--- src/rtl/msb_power_responder.sv ---
// msb_power_responder: always-on responder for the gated MSB half of the adder.
// Tracks the iso_en / ret_en / pse sequence from the power controller, models
// the power-switch ramp, saves/restores domain state through a retention
// shadow and reports pwr_good / iso_ok / seq_err.
// Optional feature macro: MSB_RET_PARITY_EN (even parity on the shadow).
module msb_power_responder #(
  parameter int DATA_W   = 16,
  parameter int RAMP_CYC = 4
) (
  input  logic              clk,
  input  logic              rst_n,
  input  logic              iso_en,
  input  logic              ret_en,
  input  logic              pse,
  input  logic [DATA_W-1:0] live_q,
  output logic [DATA_W-1:0] restore_q,
  output logic              restore_vld,
  output logic              pwr_good,
  output logic              iso_ok,
  output logic              seq_err
);

  localparam int CNT_W = (RAMP_CYC > 1) ? $clog2(RAMP_CYC) : 1;
  localparam logic [CNT_W-1:0] CNT_LOAD = CNT_W'(RAMP_CYC - 1);

  typedef enum logic [2:0] {
    S_ON, S_ISO, S_SAVE, S_HOLD, S_OFF, S_RAMP, S_WAIT, S_RESTORE
  } state_t;

  state_t             state;
  logic [CNT_W-1:0]   cnt;
  logic [DATA_W-1:0]  shadow;
  logic [2:0]         in_s, in_d;   // {pse, ret_en, iso_en}: sampled copy, previous copy
  logic [1:0]         arm;          // edges ignored until both copies hold real samples
  logic [2:0]         rise, fall;
  logic [5:0]         edges;
  logic               multi, any_edge, par_ok;

`ifdef MSB_RET_PARITY_EN
  logic shadow_par;
  assign par_ok = ((^shadow) == shadow_par);
`else
  assign par_ok = 1'b1;
`endif

  // Two-stage input copies; an edge is the sampled copy differing from the previous one.
  always_ff @(posedge clk) begin
    if (!rst_n) begin
      in_s <= '0;
      in_d <= '0;
      arm  <= '0;
    end else begin
      in_s <= {pse, ret_en, iso_en};
      in_d <= in_s;
      arm  <= {arm[0], 1'b1};
    end
  end

  assign rise     = arm[1] ? (in_s & ~in_d) : 3'b000;
  assign fall     = arm[1] ? (~in_s & in_d) : 3'b000;
  assign edges    = {fall, rise};
  assign any_edge = |edges;
  assign multi    = |(edges & (edges - 6'd1));   // more than one edge this cycle

  assign restore_q = shadow;

  // Sequencer FSM; outputs are registered from the current state (one cycle behind it).
  always_ff @(posedge clk) begin
    if (!rst_n) begin
      state       <= S_ON;
      cnt         <= '0;
      shadow      <= '0;
`ifdef MSB_RET_PARITY_EN
      shadow_par  <= 1'b0;
`endif
      restore_vld <= 1'b0;
      pwr_good    <= 1'b1;
      iso_ok      <= 1'b0;
      seq_err     <= 1'b0;
    end else begin
      iso_ok      <= (state != S_ON);
      pwr_good    <= (state != S_OFF) && (state != S_RAMP);
      restore_vld <= (state == S_RESTORE) && par_ok;
      case (state)
        S_ON: begin
          if (fall[2]) begin              // power lost without retention
            state   <= S_OFF;
            seq_err <= 1'b1;
          end else if (rise[0] && !multi) state <= S_ISO;
          else if (any_edge) seq_err <= 1'b1;
        end
        S_ISO: begin
          if (fall[2]) begin
            state   <= S_OFF;
            seq_err <= 1'b1;
          end else if (multi) seq_err <= 1'b1;
          else if (rise[1]) state <= S_SAVE;
          else if (fall[0]) state <= S_ON;
          else if (any_edge) seq_err <= 1'b1;
        end
        // Transient states always advance; a stray edge is only flagged.
        S_SAVE: begin
          shadow <= live_q;
`ifdef MSB_RET_PARITY_EN
          shadow_par <= ^live_q;
`endif
          state <= S_HOLD;
          if (any_edge) seq_err <= 1'b1;
        end
        S_HOLD: begin
          if (multi) seq_err <= 1'b1;
          else if (fall[2]) state <= S_OFF;
          else if (fall[1]) state <= S_ISO;   // retention aborted, shadow kept
          else if (any_edge) seq_err <= 1'b1;
        end
        S_OFF: begin
          if (multi) seq_err <= 1'b1;
          else if (rise[2]) begin
            state <= (RAMP_CYC == 1) ? S_WAIT : S_RAMP;
            cnt   <= CNT_LOAD;
          end else if (any_edge) seq_err <= 1'b1;
        end
        // Leave on the count that reaches zero so pwr_good lands RAMP_CYC+1 after pse.
        S_RAMP: begin
          if (fall[2] && !multi) begin
            state <= S_OFF;
            cnt   <= '0;
          end else begin
            if (any_edge) seq_err <= 1'b1;
            if (cnt <= CNT_W'(1)) begin
              state <= S_WAIT;
              cnt   <= '0;
            end else cnt <= cnt - CNT_W'(1);
          end
        end
        S_WAIT: begin
          if (multi) seq_err <= 1'b1;
          else if (fall[1]) state <= S_RESTORE;
          else if (any_edge) seq_err <= 1'b1;
        end
        S_RESTORE: begin
          state <= S_ISO;
          if (!par_ok || any_edge) seq_err <= 1'b1;
        end
        default: state <= S_ON;
      endcase
    end
  end

endmodule

--- config.mk ---
export PLATFORM = sky130hd
export DESIGN_NAME = msb_power_responder
export DESIGN_NICKNAME = d
export VERILOG_FILES = /design/src/rtl/msb_power_responder.sv
export SDC_FILE = /design/constraint.sdc
export NUM_CORES = 1
export LEC_CHECK = 0
export ABC_CLOCK_PERIOD_IN_PS = 2200
export CAP_MARGIN = 0
export CORE_ASPECT_RATIO = 1.75
export CORE_UTILIZATION = 35
export CTS_CLUSTER_SIZE = 16
export DETAILED_ROUTE_END_ITERATION = 12
export PLACE_DENSITY = 0.66
export RECOVER_POWER = 50
export SLEW_MARGIN = 20
export SYNTH_ARGS = -nofsm -noshare
export SYNTH_HDL_FRONTEND = slang
export SYNTH_SLANG_ARGS = --single-unit
--- constraint.sdc ---
create_clock -name clk -period 2.2 [get_ports clk]
set_clock_uncertainty 0.2 [all_clocks]
set_input_delay 0.33 -clock clk [delete_from_list [all_inputs] [get_ports clk]]
set_output_delay 0.33 -clock clk [all_outputs]
set_load 0.01 [all_outputs]
* Word-level counts from Yosys, hierarchy flattened *
Cells that the tools add are included.

storage, ports and cells
  input port bits = 21
  output and inout port bits = 20
  word-level logic and storage cells = 96
  bits in registers = 33

cells by class
  mux-type cells = 39
  equal/unequal tests = 25
  add/sub/neg operators = 2
  reductions and logical operators = 13
  bitwise logic cells = 5
  order comparisons = 1

operator list
  operator             number
  $mux 3               17
  $ne 3x3->1 const B   9
  $pmux 3 s8           1
  $mux 1               15
  $eq 3x3->1 const B   4
  $ne 2x2->1 const B   6
  $ne 4x4->1 const B   3
  $reduce_or 6->1      2
  $reduce_and 10->1    1
  $mux 2               4
  $pmux 1 s7           1
  $and 3x3->3          2
  $and 6x6->6          1
  $eq 3x2->1 const B   2
  $not 3->3            2
  $reduce_and 6->1     1
  $sub 6x1->6 const B  1
  $pmux 2 s2           1
  $eq 3x1->1 const B   1
  $logic_and 1x1->1    3
  $logic_not 3->1      1
  $reduce_and 3->1     1
  $reduce_bool 3->1    1
  $le 2x1->1 const B   1
  other kinds (4)      4

* Longest topological paths before layout *
  depth after elaboration = 11
  mapped depth = 7
  depth with buffers taken out = 5

* Worst setup path before layout *
No wires, ideal clock.

  path type = register -> register
  start = register arm[1]
  end = register state[0]
  arrival time = 1,708 ps
  path slack = 230 ps
  library setup time = 62 ps
  buffers on the path = 1
  period minus slack after synthesis = 1,970 ps
  required time = 1,938 ps
  cell stages (with the launch flop) = 7
  path through = dfxtp_1 -> buf_4 -> nand3b_4 -> or3_4 -> a311o_1 -> o41a_1 -> nand3_1

on the way
  cells in the longest elaborated chain, start to end = 8
  elaborated cells on any way between the ends = 27
  those cells by class = 1 x add/sub; 10 x eq/ne; 10 x mux; 1 x bitwise; 5 x reduce/logical

RTL lines
  item                                                                     line     source
  start, declared                                                          34       logic [1:0] arm;
  start signal, assigned                                                   55       arm <= {arm[0], 1'b1};
  $mux 3 (on tied branches)                                                59, 60
  $sub 6x1->6                                                              63       assign multi = |(edges & (edges - 6'd1));
  $and 6x6->6                                                              63
  $reduce_or 6->1                                                          63
  $logic_not 1->1                                                          89, 125
  $logic_and 1x1->1 (on tied branches)                                     125, 89
  $ne 3x3->1 (no source line) / $mux 3 (equally long branches)             n/a
  $reduce_and 10->1 (no source line) / $pmux 3 s8 (equally long branches)  n/a
  end signal, assigned                                                     119      state <= (RAMP_CYC == 1) ? S_WAIT : S_RAMP;
  end, declared                                                            30       state_t state;

Several ways; a longest one is shown, not always the timed one. The select of a mux whose other input is x is not followed.
A chain may end at the register's enable or synchronous reset.

* Worst setup path after layout *
  start = register in_d[2]
  end = register state[0]

on the way
  cells in the longest elaborated chain, start to end = 10
  elaborated cells on any way between the ends = 27
  those cells by class = 1 x add/sub; 9 x eq/ne; 8 x mux; 4 x bitwise; 5 x reduce/logical

RTL lines
  item                                                                     line     source
  start, declared                                                          33       logic [2:0] in_s, in_d;
  start signal, assigned                                                   54       in_d <= in_s;
  $not 3->3                                                                59       assign rise = arm[1] ? (in_s & ~in_d) : 3'b000;
  $and 3x3->3                                                              59
  $mux 3                                                                   59
  $sub 6x1->6                                                              63
  $and 6x6->6                                                              63
  $reduce_or 6->1                                                          63
  $logic_not 1->1                                                          89, 125
  $logic_and 1x1->1 (on tied branches)                                     125, 89
  $ne 3x3->1 (no source line) / $mux 3 (equally long branches)             n/a
  $reduce_and 10->1 (no source line) / $pmux 3 s8 (equally long branches)  n/a

Several ways; a longest one is shown, not always the timed one. The select of a mux whose other input is x is not followed.

==> qor.yml <==
detailed_routing:
  drt-total-wl_um: 3730
  viasPerCell: 5.09
  drt_iter0_markers: 31
  drtAntennaViolNets: 0
  firstDrtPassIters: 4
  vias: 1440
  wl_per_cell_um: 13.2
  drc: 0
synth:
  synth_nets: 204
  synth_seq_area_share_pct: 41.7
  async_flop_share_pct: 0
  synth_warnings: 0
  synthFlopType: "dfxtp_1"
  syn_area_um2: 1590
  synth_edf_count: 0
  synth_cells: 183
  syn_area_per_cell_um2: 8.66
  yosys.cell_types.count: 46
  ys_ff_latch: 33
clock_network:
  ctsHtreeMaxLevel: 2
  cts_sinks: 33
  cts_tree: "done"
  clk_latency_ns: 0.29
  hold_buffers: 0
  cts-buffers-inserted: 5
  postCtsSetupBuffers: 0
  clockBufferDepth: 2
  clk_pin_slew_worst_paths_ns: 0.07
  root_buffer: "clkbuf_8"
  postCtsResizedCells: 0
sta:
  timing.hold.ws_ns: 0.240
  slew_viol_final: 0
  min_period_ns: 2.10
  rsz0062_at_grt: "no"
  max_slew_margin_pct: 60.2
  tns_ns: 0
  hold_viol: 0
  setup_ws_ns: 0.100
  setup-violations-final: 0
  max_slew.worst_pin.slew_ns: 0.597
  fmax_ghz: 0.476
  fin_crit_sh_pct: 95.4
worst_setup_path:
  critPathRequiredTime_ns: 2.16
  crit_type: "reg -> reg"
  critPathArrivalTime_ns: 2.06
  critPathCaptureType: "register"
  crit_fanout: 7
  critPathLaunchType: "register"
grt:
  grt_pass1_wl_um: 5800
  grt_max_degree: 19
  overflow: 0
  grt_usage_pct: 16.3
  antenna_found_initial: 0
  first_global_vias: 1277
placed_design:
  portBuffers: 40
  post-dp-hpwl_um: 2760
  gp_congestion: 0.922
  pre_cts_ws_ns: 0.143
final_layout:
  nets: 252
  final_layout_size_suffix_gt1_share_pct: 11.6
  fillers: 417
  final_common_cell: "nand2_1"
  antennaDiodeCount: 0
  layout_common_cells: "39 x nand2_1, 33 x dfxtp_1, 25 x clkdlybuf4s50_1"
  post-route-util_pct: 49.9
  syn_to_final_growth_pct: 37.3
outcome:
  status: "finished, final reports clean"
floorplan:
  dieArea_um2: 4810
  die_h_um: 91.0
  boundaryPins: 41
  std_cell_rows: 32
  dieWidth_um: 52.9
  initial_core_util_pct: 36.3
  core-area_um2: 4360
min_path:
  min_path_type: "reg -> reg"
pwr:
  finalPower_w: 0.00134
  max-vdd-ir-drop_v: 0.000493
  p_leak_nw: 0.872
  power.density_nw_per_um2: 614
job:
  cap_violations: 0
[per-layer routing]
metal / routed length, µm / up-vias / track usage [%] / share of wire, %
li1: - / 735 / - / -
met1: 1440 / 637 / 16.0 / 39
met2: 1920 / 54 / 28.8 / 52
met3: 203 / 14 / 3.85 / 5.4
met4: 160 / 0 / 9.87 / 4.3
met5: 0 / - / 0 / 0
[cells in the mapped netlist (2+ instances only)]
cell / count / area [µm²]
nor4b_1: 2 / 17.5
o21ai_0: 3 / 15.0
nand2b_1: 3 / 18.8
nor2_1: 4 / 15.0
nand4_1: 2 / 12.5
xor2_1: 4 / 35.0
nor3b_1: 3 / 22.5
o211a_1: 3 / 30.0
a21boi_0: 18 / 135
o31a_1: 2 / 17.5
nor2b_1: 6 / 37.5
and3b_2: 2 / 20.0
nor3_1: 2 / 10.0
dfxtp_1: 33 / 661
nand3_1: 3 / 15.0
inv_1: 4 / 15.0
buf_4: 2 / 15.0
nand2_1: 39 / 146
o31ai_1: 2 / 15.0
a31oi_1: 2 / 12.5
nand3b_1: 2 / 15.0
and2_1: 8 / 50.1
clkbuf_1: 11 / 41.3
[critical path, stage by stage (launching register included)]
cell	delay, ns
dfxtp_1	0.48
nand3b_4	0.10
or3_4	0.41
a311o_1	0.36
o311ai_0	0.29
nand3_1	0.13
[path summary, 6_finish.rpt]
check | from | end | slack (ns) | cells past startpoint
worst max register to register | in_d[2] | state[0] | 0.10 | 5
worst min register to register | arm[0] | arm[1] | 0.24 | 1
worst min-delay path | arm[0] | arm[1] | 0.24 | 1
worst max-delay path | in_d[2] | state[0] | 0.10 | 5
[metrics by stage]
stage / instances / area (µm²)
6_report: 283 / 2180
2_1_floorplan: 183 / 1590
4_1_cts: 283 / 2180
3_3_place_gp: 275 / 2100
3_5_place_dp: 275 / 2100
5_1_grt: 283 / 2180
[logic make-up (layout without fill, tap and decap cells)]
| group | Yosys count | after routing | synth area share, % |
|---|---|---|---|
| adders and majority gates | 1 | 1 | 0.631 |
| AOI/OAI and AO/OA | 42 | 42 | 21.0 |
| and+or+nand+nor | 84 | 84 | 29.0 |
| buffers and inverters | 18 | 67 | 4.81 |
| xor gates and xnor gates | 4 | 4 | 2.21 |
| DFF | 33 | 33 | 41.7 |
| muxes | 1 | 1 | 0.631 |
[state kept, by name, indices dropped and copies added (netlist names)]
name	cells
seq_err	1
iso_ok	1
in_s	3
arm	2
state	3
pwr_good	1
cnt	2
in_d	3
restore_vld	1
restore_q	16
[area by class of cell]
type	count	area (µm²)	area share (%)
multi-input cells	132	848	39.0
flip-flops and latches	33	661	30.4
repair buffers	55	505	23.2
clock buffers	6	72.6	3.34
well taps	51	63.8	2.93
inverters	4	15.0	0.690
clock inverters	2	10.0	0.460
[power breakdown]
part	leakage [nW]	total (W)	internal [W]	switching, W
clock network	0.0450	0.000435	0.000219	0.000216
registers	0.268	0.000660	0.000620	0.0000405
logic	0.559	0.000240	0.000131	0.000109
total	0.872	0.00134	0.000970	0.000365
Power figures use the tool's default switching activity.
